[config.mk]
export PLATFORM = sky130hd
export DESIGN_NAME = eth_payload_extractor_flat
export DESIGN_NICKNAME = d
export VERILOG_FILES = /design/src/rtl/eth_payload_extractor_pkg.sv /design/src/rtl/eth_payload_extractor_if.sv /design/src/rtl/eth_payload_extractor_delay.sv /design/src/rtl/eth_payload_extractor.sv /design/src/flat_wrapper.sv
export SDC_FILE = /design/constraint.sdc
export NUM_CORES = 1
export LEC_CHECK = 0
export BUFFER_PORTS_ARGS = -buffer_cell sky130_fd_sc_hd__buf_4
export CELL_PAD_IN_SITES_DETAIL_PLACEMENT = 0
export CELL_PAD_IN_SITES_GLOBAL_PLACEMENT = 1
export CORE_MARGIN = 4
export CORE_UTILIZATION = 35
export DETAILED_ROUTE_END_ITERATION = 8
export GPL_TIMING_DRIVEN = 0
export PLACE_DENSITY_LB_ADDON = 0.08
export SYNTH_ARGS = -nofsm -noshare
export SYNTH_HDL_FRONTEND = slang
export SYNTH_SLANG_ARGS = --single-unit
export TNS_END_PERCENT = 10
[constraint.sdc]
create_clock -name eth_refclk -period 2.47 [get_ports eth_refclk]
set_input_delay 0.247 -clock eth_refclk [delete_from_list [all_inputs] [get_ports eth_refclk]]
set_output_delay 0.247 -clock eth_refclk [all_outputs]
set_load 0.03 [all_outputs]
[src/rtl/eth_payload_extractor_pkg.sv]
// Shared types and framing constants for the RMII payload extractor.
// The helper maps a destination-address dibit index to its expected wire dibit.
package eth_rx_pkg;

  typedef enum logic [2:0] {
    IDLE,
    PREAMBLE,
    HEADER,
    PAYLOAD,
    DROP
  } rx_state_t;

  localparam logic [1:0] PREAMBLE_DIBIT = 2'b01;
  localparam logic [1:0] SFD_DIBIT      = 2'b11;
  localparam int         HEADER_DIBITS  = 56;
  localparam int         FCS_DIBITS     = 16;
  localparam int         MAC_DIBITS     = 24;
  localparam logic [4:0] PRE_CNT_MAX    = 5'd31;

  // Bytes go out MSB-byte first, each byte LSB dibit first.
  function automatic logic [1:0] mac_dibit(input logic [47:0] addr, input logic [5:0] idx);
    int          sh;
    logic [47:0] t;
    sh = 40 - 8 * int'(idx[5:2]) + 2 * int'(idx[1:0]);
    t  = addr >> sh;
    return t[1:0];
  endfunction

endpackage

[src/rtl/eth_payload_extractor_if.sv]
// PHY-side receive inputs and payload/status outputs of the extractor.
// slave = extractor side, master = the side driving the PHY dibits.
interface eth_payload_extractor_if #(
  parameter int LEN_W = 16
);
  logic             crsdv;
  logic [1:0]       rxd;
  logic             axiov;
  logic [1:0]       axiod;
  logic             frame_done;
  logic             frame_err;
  logic [LEN_W-1:0] payload_bytes;

  modport master (
    output crsdv, rxd,
    input  axiov, axiod, frame_done, frame_err, payload_bytes
  );

  modport slave (
    input  crsdv, rxd,
    output axiov, axiod, frame_done, frame_err, payload_bytes
  );
endinterface

[src/rtl/eth_payload_extractor_delay.sv]
// Fixed-depth dibit shift register with a fill counter; holds back the trailing
// FCS so only payload reaches the output. clear empties it between frames.
module dibit_delay_line #(
  parameter int DEPTH = 16
) (
  input  logic       clk,
  input  logic       rst_n,
  input  logic       shift_en,
  input  logic       clear,
  input  logic [1:0] din,
  output logic [1:0] dout,
  output logic       full
);
  localparam int CNT_W = $clog2(DEPTH + 1);

  logic [1:0]       mem_q [DEPTH];
  logic [CNT_W-1:0] fill_q;

  always_ff @(posedge clk or negedge rst_n) begin
    if (!rst_n) begin
      for (int i = 0; i < DEPTH; i++) mem_q[i] <= 2'b00;
      fill_q <= '0;
    end else if (clear) begin
      fill_q <= '0;
    end else if (shift_en) begin
      mem_q[0] <= din;
      for (int i = 1; i < DEPTH; i++) mem_q[i] <= mem_q[i-1];
      if (!full) fill_q <= fill_q + 1'b1;
    end
  end

  assign dout = mem_q[DEPTH-1];
  assign full = (fill_q == CNT_W'(DEPTH));
endmodule

[src/rtl/eth_payload_extractor.sv]
// RMII receive front end: strips preamble/SFD, 14-byte header and FCS, forwards payload dibits.
// Optional destination filter enabled by defining MAC_FILTER_EN.
module eth_payload_extractor
  import eth_rx_pkg::*;
#(
  parameter int          PREAMBLE_MIN = 8,
  parameter logic [47:0] MAC_ADDR     = 48'h0,
  parameter int          LEN_W        = 16
) (
  input logic                    eth_refclk,
  input logic                    rst_n,
  eth_payload_extractor_if.slave bus
);
  localparam int PAY_W = LEN_W + 2;

  rx_state_t        state_q, state_d;
  logic             armed_q, armed_d;
  logic [4:0]       pre_cnt_q, pre_cnt_d;
  logic [5:0]       hdr_cnt_q, hdr_cnt_d;
  logic [PAY_W-1:0] pay_cnt_q, pay_cnt_d;

  logic             axiov_q, axiov_d;
  logic [1:0]       axiod_q, axiod_d;
  logic             done_q, done_d;
  logic             err_q, err_d;
  logic [LEN_W-1:0] bytes_q, bytes_d;

  logic             dl_shift, dl_clear, dl_full;
  logic [1:0]       dl_dout;

`ifdef MAC_FILTER_EN
  logic mac_ok_q, mac_ok_d, bcast_q, bcast_d;
`else
  logic unused_mac_addr;
  assign unused_mac_addr = ^MAC_ADDR;
`endif

  always_ff @(posedge eth_refclk or negedge rst_n) begin
    if (!rst_n) begin
      state_q   <= IDLE;
      armed_q   <= 1'b0;
      pre_cnt_q <= '0;
      hdr_cnt_q <= '0;
      pay_cnt_q <= '0;
      axiov_q   <= 1'b0;
      axiod_q   <= 2'b00;
      done_q    <= 1'b0;
      err_q     <= 1'b0;
      bytes_q   <= '0;
`ifdef MAC_FILTER_EN
      mac_ok_q  <= 1'b0;
      bcast_q   <= 1'b0;
`endif
    end else begin
      state_q   <= state_d;
      armed_q   <= armed_d;
      pre_cnt_q <= pre_cnt_d;
      hdr_cnt_q <= hdr_cnt_d;
      pay_cnt_q <= pay_cnt_d;
      axiov_q   <= axiov_d;
      axiod_q   <= axiod_d;
      done_q    <= done_d;
      err_q     <= err_d;
      bytes_q   <= bytes_d;
`ifdef MAC_FILTER_EN
      mac_ok_q  <= mac_ok_d;
      bcast_q   <= bcast_d;
`endif
    end
  end

  // A frame already in flight at reset release is skipped until the line goes idle once.
  always_comb begin
    state_d   = state_q;
    armed_d   = armed_q | ~bus.crsdv;
    pre_cnt_d = pre_cnt_q;
    hdr_cnt_d = hdr_cnt_q;
    pay_cnt_d = pay_cnt_q;
`ifdef MAC_FILTER_EN
    mac_ok_d  = mac_ok_q;
    bcast_d   = bcast_q;
`endif
    case (state_q)
      IDLE: begin
        if (armed_q && bus.crsdv && bus.rxd == PREAMBLE_DIBIT) begin
          state_d   = PREAMBLE;
          pre_cnt_d = 5'd1;
        end
      end
      PREAMBLE: begin
        if (!bus.crsdv) begin
          state_d = IDLE;
        end else if (bus.rxd == PREAMBLE_DIBIT) begin
          if (pre_cnt_q != PRE_CNT_MAX) pre_cnt_d = pre_cnt_q + 5'd1;
        end else if (bus.rxd == SFD_DIBIT && int'(pre_cnt_q) >= PREAMBLE_MIN) begin
          state_d   = HEADER;
          hdr_cnt_d = '0;
`ifdef MAC_FILTER_EN
          mac_ok_d  = 1'b1;
          bcast_d   = 1'b1;
`endif
        end else begin
          state_d = DROP;
        end
      end
      HEADER: begin
        if (!bus.crsdv) begin
          state_d = IDLE;
        end else begin
          hdr_cnt_d = hdr_cnt_q + 6'd1;
          if (hdr_cnt_q == 6'(HEADER_DIBITS - 1)) begin
            state_d   = PAYLOAD;
            pay_cnt_d = '0;
          end
`ifdef MAC_FILTER_EN
          if (hdr_cnt_q < 6'(MAC_DIBITS)) begin
            mac_ok_d = mac_ok_q && (bus.rxd == mac_dibit(MAC_ADDR, hdr_cnt_q));
            bcast_d  = bcast_q && (bus.rxd == 2'b11);
            if (hdr_cnt_q == 6'(MAC_DIBITS - 1) && !mac_ok_d && !bcast_d) state_d = DROP;
          end
`endif
        end
      end
      PAYLOAD: begin
        if (!bus.crsdv) state_d = IDLE;
        else if (pay_cnt_q != '1) pay_cnt_d = pay_cnt_q + 1'b1;
      end
      DROP: begin
        if (!bus.crsdv) state_d = IDLE;
      end
      default: state_d = IDLE;
    endcase
  end

  // Registered outputs; frame status lands the cycle after the envelope drops.
  always_comb begin
    axiov_d = 1'b0;
    axiod_d = axiod_q;
    done_d  = 1'b0;
    err_d   = err_q;
    bytes_d = bytes_q;
    if (state_q == PAYLOAD && bus.crsdv && dl_full) begin
      axiov_d = 1'b1;
      axiod_d = dl_dout;
    end
    if (!bus.crsdv && state_q == HEADER) begin
      done_d  = 1'b1;
      err_d   = 1'b1;
      bytes_d = '0;
    end
    if (!bus.crsdv && state_q == PAYLOAD) begin
      done_d  = 1'b1;
      err_d   = (pay_cnt_q < PAY_W'(FCS_DIBITS)) || (pay_cnt_q[1:0] != 2'b00) || (pay_cnt_q == '1);
      bytes_d = err_d ? '0 : pay_cnt_q[PAY_W-1:2] - LEN_W'(FCS_DIBITS / 4);
    end
  end

  assign dl_shift = (state_q == PAYLOAD) && bus.crsdv;
  assign dl_clear = (state_q != PAYLOAD);

  dibit_delay_line #(.DEPTH(FCS_DIBITS)) u_delay (
    .clk     (eth_refclk),
    .rst_n   (rst_n),
    .shift_en(dl_shift),
    .clear   (dl_clear),
    .din     (bus.rxd),
    .dout    (dl_dout),
    .full    (dl_full)
  );

  assign bus.axiov         = axiov_q;
  assign bus.axiod         = axiod_q;
  assign bus.frame_done    = done_q;
  assign bus.frame_err     = err_q;
  assign bus.payload_bytes = bytes_q;
endmodule
[src/flat_wrapper.sv]
// flat-port wrapper written by rule: the top's interface ports become plain ports
module eth_payload_extractor_flat import eth_rx_pkg::*;
#(
  parameter int          PREAMBLE_MIN = 8,
  parameter logic [47:0] MAC_ADDR     = 48'h0,
  parameter int          LEN_W        = 16
)
  (eth_refclk, rst_n, bus_crsdv, bus_rxd, bus_axiov, bus_axiod, bus_frame_done, bus_frame_err, bus_payload_bytes);
  eth_payload_extractor_if #(.LEN_W(LEN_W)) bus_i ();
  input logic eth_refclk;
  input logic rst_n;
  input wire logic [$bits(bus_i.crsdv)-1:0] bus_crsdv;
  input wire logic [$bits(bus_i.rxd)-1:0] bus_rxd;
  output wire logic [$bits(bus_i.axiov)-1:0] bus_axiov;
  output wire logic [$bits(bus_i.axiod)-1:0] bus_axiod;
  output wire logic [$bits(bus_i.frame_done)-1:0] bus_frame_done;
  output wire logic [$bits(bus_i.frame_err)-1:0] bus_frame_err;
  output wire logic [$bits(bus_i.payload_bytes)-1:0] bus_payload_bytes;
  assign bus_i.crsdv = bus_crsdv;
  assign bus_i.rxd = bus_rxd;
  assign bus_axiov = bus_i.axiov;
  assign bus_axiod = bus_i.axiod;
  assign bus_frame_done = bus_i.frame_done;
  assign bus_frame_err = bus_i.frame_err;
  assign bus_payload_bytes = bus_i.payload_bytes;
  eth_payload_extractor #(.PREAMBLE_MIN(PREAMBLE_MIN), .MAC_ADDR(MAC_ADDR), .LEN_W(LEN_W)) u_core (.eth_refclk(eth_refclk), .rst_n(rst_n), .bus(bus_i));
endmodule
# Word level (Yosys, flattened, before mapping)
# Cells that the tools add are included.
dict set report word_totals {
  wordCells 121
  regBits 91
  input_bits 5
}
dict set report op_classes {
  add_sub_neg 5
  n_reduce_logical 24
  n_bitwise 3
  mux 34
  n_eq_ne 26
  magnitude_cmp 2
}
# op count
set ops {}
lappend ops {{$mux 18} 4}
lappend ops {{$mux 16} 3}
lappend ops {{$pmux 18 s2} 1}
lappend ops {{$mux 5} 7}
lappend ops {{$mux 6} 4}
lappend ops {{$mux 3} 7}
lappend ops {{$add 18x1->18 const B} 1}
lappend ops {{$eq 18x18->1 const B} 1}
lappend ops {{$lt 18x5->1 const B} 1}
lappend ops {{$ne 18x18->1 const B} 1}
lappend ops {{$sub 16x3->16 const B} 1}
lappend ops {{$reduce_and 5->1} 3}
lappend ops {{$ne 2x1->1 const B} 7}
lappend ops {{$pmux 3 s4} 1}
lappend ops {{$pmux 6 s2} 1}
lappend ops {{$reduce_bool 2->1} 6}
lappend ops {{$add 5x1->5 const B} 2}
lappend ops {{$ne 2x2->1 const B} 5}
lappend ops {{$pmux 5 s2} 1}
lappend ops {{$logic_and 1x1->1} 7}
lappend ops {{$add 6x1->6 const B} 1}
lappend ops {{$eq 3x2->1 const B} 2}
lappend ops {{$eq 6x6->1 const B} 1}
lappend ops {{$ne 3x2->1 const B} 2}
lappend ops {{other kinds (17)} 24}

# Depth between registers and ports, before layout
dict set report logic_depth {
  word_depth 6
  depth_mapped 8
  depth_no_buf 7
}

# Cells and area by module
# From an unflattened synthesis, not the netlist that was laid out.
dict set report unflattened {
  hier_cells 414
  area_unflattened_um2 4692.0
}
# mod seq_area_each_um2 cells_per_inst area_each_um2 n_inst
set modules_own_cells {}
lappend modules_own_cells {eth_payload_extractor 1351.3 316 3032.9 1}
lappend modules_own_cells {dibit_delay_line 925.9 98 1659.1 1}

# Worst setup path before layout
# OpenSTA, ideal clock, no wires.
dict set report synth_timing {
  path_type {register -> register}
  startpoint {register u_core.pre_cnt_q[0]}
  endpoint {register u_core.pre_cnt_q[3]}
  n_path_buf 0
  t_arrival_ns 1.750
  path_stages_with_launch 8
  setup_ns 0.120
  required_time_ns 2.350
  synth_period_minus_slack_ns 1.871
  slack_ns 0.599
  cell_sequence {dfrtp_1 -> ha_1 -> and3_1 -> ha_1 -> nor4_2 -> nand4_1 -> xor2_1 -> nor2_1}
}
dict set report synth_between {
  elab_chain_cells 5
  word_cells_on_any_way 8
  classes_between {add/sub: 1; eq/ne: 2; mux: 4; reduce/logical: 1}
}
# element line
set synth_rtl {}
lappend synth_rtl {{start: declaration} eth_payload_extractor.sv:18} ;# logic [4:0] pre_cnt_q, pre_cnt_d;
lappend synth_rtl {{start signal: assignment} eth_payload_extractor.sv:57} ;# pre_cnt_q <= pre_cnt_d;
lappend synth_rtl {{$add 5x1->5} eth_payload_extractor.sv:94} ;# if (pre_cnt_q != PRE_CNT_MAX) pre_cnt_d = pre_cnt_q + 5'd1;
lappend synth_rtl {{$mux 5} eth_payload_extractor.sv:94}
lappend synth_rtl {{$mux 5} eth_payload_extractor.sv:93} ;# end else if (bus.rxd == PREAMBLE_DIBIT) begin
lappend synth_rtl {{$mux 5} eth_payload_extractor.sv:91} ;# if (!bus.crsdv) begin
lappend synth_rtl {{$pmux 5 s2} eth_payload_extractor.sv:83} ;# case (state_q)
# Parallel ways exist; a longest one is shown, timed or not. The select of a mux whose other input is x is not followed.
# A chain may end at the register's enable or synchronous reset.

# Worst setup path after layout
dict set report layout_timing {
  startpoint {register u_core.state_q[2]}
  endpoint {register u_core.pay_cnt_q[4]}
}
dict set report layout_between {
  elab_chain_cells 3
  word_cells_on_any_way 9
  classes_between {eq/ne: 6; mux: 1; reduce/logical: 2}
}
# element line
set layout_rtl {}
lappend layout_rtl {{start: declaration} eth_payload_extractor.sv:16} ;# rx_state_t state_q, state_d;
lappend layout_rtl {{start signal: assignment} eth_payload_extractor.sv:55} ;# state_q <= state_d;
lappend layout_rtl {{$eq 3x2->1} eth_payload_extractor.sv:83}
lappend layout_rtl {{$ne 2x1->1 (no source line) (tied with other cells)} n/a}
lappend layout_rtl {{$reduce_and 5->1 (no source line)} n/a}
lappend layout_rtl {{end signal: assignment} eth_payload_extractor.sv:59} ;# pay_cnt_q <= pay_cnt_d;
lappend layout_rtl {{end: declaration} eth_payload_extractor.sv:20} ;# logic [PAY_W-1:0] pay_cnt_q, pay_cnt_d;
# Parallel ways exist; a longest one is shown, timed or not.

==> metrics.md <==
| Metric | Value |
|---|---|
| Largest net degree at the start of global routing | `92` |
| Sink Count | `91` |
| DPL Wire Length | `6.566 mm` |
| Lkg Pwr | `2.474 nW` |
| Starting DRT DRC Count | `233` |
| Pre-CTS WS | `0.1620 ns` |
| Post-Synthesis Cell Area | `4393 um2` |
| CP arrival | `2.40 ns` |
| Met3 Resource Use GR | `2.780%` |
| Worst R2R Path Depth | `5` |
| CTS root buffer | `clkbuf_16` |
| CTS buffer count | `9` |
| Unique cell type count in the Yosys netlist | `50` |
| Register area share after synthesis | `51.84%` |
| Clock skew | `0.008754 ns` |
| Synthesized area per cell | `9.268 um2` |
| Die outline area | `14,410 um2` |
| Worst-path fanout max | `10` |
| DRT Pass-1 Iters | `4` |
| Power Total | `2.827 mW` |
| Setup crit start | `u_core.state_q[2]` |
| GRT busiest layer | `met2` |
| RSZ-0062 raised after global routing | `no` |
| DIE WIDTH | `120.0 um` |
| Yosys warning total | `0` |
| Routed WL | `9.850 mm` |
| Fmax | `465.2 MHz` |
| Final nets | `524` |
| Critical path class | `reg -> reg` |
| P&R area growth vs syn | `15.18%` |
| Synth Register Bits | `91` |
| Status | `complete, no violations` |
| Synth area leaders | `dfrtp_1 52%, nand2_1 11%, o21ai_0 4.1%` |
| DR vias | `3,394` |
| Tmin final | `2.150 ns` |
| Min Hold Slack | `0.1313 ns` |
| DIE HEIGHT | `120.0 um` |
| GR Layer Usage met1 | `19.90%` |
| First-pass GRT wire length | `16.74 mm` |
| Max Cap Viol | `0` |
| Final hold vios | `0` |
| Mean routed wirelength per cell | `14.44 um` |
| Slack of the critical path | `0.3204 ns` |
| IO Pins | `26` |
| Initial core utilization | `36.12%` |
| Worst slew margin | `23.64%` |
| Filler cells | `1,247` |
| CP Capture Point | `u_core.pay_cnt_q[4]` |
| Pwr/cell area | `558.6 nW/um2` |
| Final Max Slew Viols | `0` |
| DRC Markers | `0` |
| H-tree levels | `3` |
| Total Routing Usage GR | `14.58%` |
| Reg-to-reg startpoint | `u_core.state_q[2]` |
| Async set-reset flop share out of synthesis | `100.0%` |
| Vias per Instance | `4.977` |
| Vias in the first global route | `3,257` |
| Post-synth EDFFs | `0` |
| Hold WC Path Type | `in -> reg` |
| # hold bufs at CTS | `0` |
| ANT nets after route | `0` |
| Core area | `12,160 um2` |
| Startpoint Class | `register` |
| Biggest area consumer among synthesized cells | `dfrtp_1` |
| Final cell count without fillers | `682` |
| R2R setup slack | `0.32 ns` |
| Rows | `40` |
| Dpl cells | `667` |
| I/O Buffers | `25` |
| CP Capture Type | `register` |
| Final GP Congestion | `0.8240` |
| Setup violations, final | `0` |
| Crit share post-route | `87.03%` |
| Share of cells above drive strength 1 | `11.67%` |
| Worst-Margin Slew | `1.145 ns` |
| Initial antenna violation count | `0` |
| Clock tree buffer depth | `2` |
| Met2 usage | `22.44%` |
| Clock slew at reported path FFs | `0.06 ns` |
| Final setup TNS | `0 ns` |
| Peak VDD IR | `268.7 uV` |
| Mapped Nets | `488` |
| # diodes | `0` |
| Req. time, crit path | `2.73 ns` |
| Post-synth top flop | `dfrtp_1` |
| Reg-to-Reg End | `u_core.pay_cnt_q[4]` |
| CTS tree | `done` |
| Gr ovfl total | `0` |
| Area share of the largest cell type after synthesis | `51.84%` |
| Cells after synthesis | `474` |
| Skew-Pair Late Insertion Delay | `0.34 ns` |
-- critical path, cell delays in order, from the launching register on --
cell	delay, ns
dfrtp_1	0.48
nand2b_1	0.33
nor3_4	0.44
clkbuf_1	0.49
a31oi_1	0.15
a31oi_1	0.17
-- report_power, final --
group	total, mW	internal [mW]	switching [mW]	leakage [nW]
sequential	1.51	1.50	0.00881	1.24
combinational	0.0740	0.0203	0.0537	1.10
clock	1.24	0.703	0.541	0.126
-- placed cells by master, fill, tap and decap left out, types with 4 or more instances in the layout --
cell,instances
a21oi_1,15
a31oi_1,6
and3_1,7
and4_1,6
buf_2,8
buf_4,25
clkbuf_1,18
clkbuf_16,9
dfrtp_1,91
ha_1,9
inv_1,10
nand2_1,132
nand2b_1,5
nand3_1,14
nand4_1,12
nor2_1,26
nor3_1,7
nor4_1,4
o21ai_0,36
xnor2_1,9
xor2_1,14
-- how the worst min path moves through the flow --
stage,cells after the start,endpoint,start
6_report,3,u_core.u_delay.mem_q[30],bus_rxd[0]
3_3_place_gp,2,u_core.u_delay.mem_q[13],u_core.u_delay.mem_q[15]
2_1_floorplan,0,u_core.armed_q,rst_n
4_1_cts,3,u_core.u_delay.mem_q[30],bus_rxd[0]
5_1_grt,3,u_core.u_delay.mem_q[30],bus_rxd[0]
3_5_place_dp,2,u_core.u_delay.mem_q[13],u_core.u_delay.mem_q[15]
-- cells in the mapped netlist, drive strengths merged (7+ instances only) --
cell	n
clkbuf	15
o21ai	36
nor3	9
nand2	132
nand4	12
nand3	16
dfrtp	91
ha	9
inv	10
xor2	14
xnor2	9
buf	10
nor2	26
and3	7
a21oi	15
-- state kept, by name, indices dropped and copies added, names as in the netlist --
signal and cells:
u_core.armed_q 1, u_core.bus.axiod 2, u_core.bus.axiov 1, u_core.bus.frame_done 1, u_core.bus.frame_err 1, u_core.bus.payload_bytes 16, u_core.hdr_cnt_q 6, u_core.pay_cnt_q 18
u_core.pre_cnt_q 5, u_core.state_q 3, u_core.u_delay.dout 2, u_core.u_delay.fill_q 5, u_core.u_delay.mem_q 30
-- what timing repair did --
| item | 4_1_cts | 5_1_grt |
|---|---|---|
| setup endpoints to repair | 0 | 1 |
| resized for setup | 0 | 1 |
| setup buffers | 0 | 0 |
-- routing by layer --
metal	vias up	share of wire [%]
met4	0	1.9
li1	1692	-
met5	-	0
met3	12	3.5
met2	65	46
met1	1625	49
-- area by class of cell --
cell class                      instances  area [um2]  share of cell area, %
Sequential cell                        91        2277                  45.00
Multi-Input combinational cell        347        1962                  38.77
Clock buffer                           13       250.2                  4.946
Buffer                                 25       118.9                  2.349
Tap cell                              168       210.2                  4.154
Inverter                               11       41.29                 0.8160
Timing Repair Buffer                   25       187.7                  3.709
Clock inverter                          2       12.51                 0.2473
-- stage by stage --
stage | utilization, % | instance area, um2
after floorplan | - | 4393
after global placement | 39.39 | 4791
after detailed placement | 39.39 | 4791
after CTS | 41.55 | 5054
after global routing | 41.60 | 5060
final | 41.60 | 5060
-- logic make-up (layout without fill, tap and decap cells) --
kind of cell / Yosys count / in the layout / share of synthesized area (%)
and+or+nand+nor: 232 / 232 / 24.98
buffers and inverters: 36 / 76 / 3.646
xor gates and xnor gates: 23 / 23 / 4.586
DFF: 91 / 91 / 51.84
muxes: 2 / 2 / 0.5126
adders and majority gates: 9 / 9 / 2.563
AOI/OAI and AO/OA: 81 / 81 / 11.88
No activity file was read; power rests on OpenSTA's default activity.
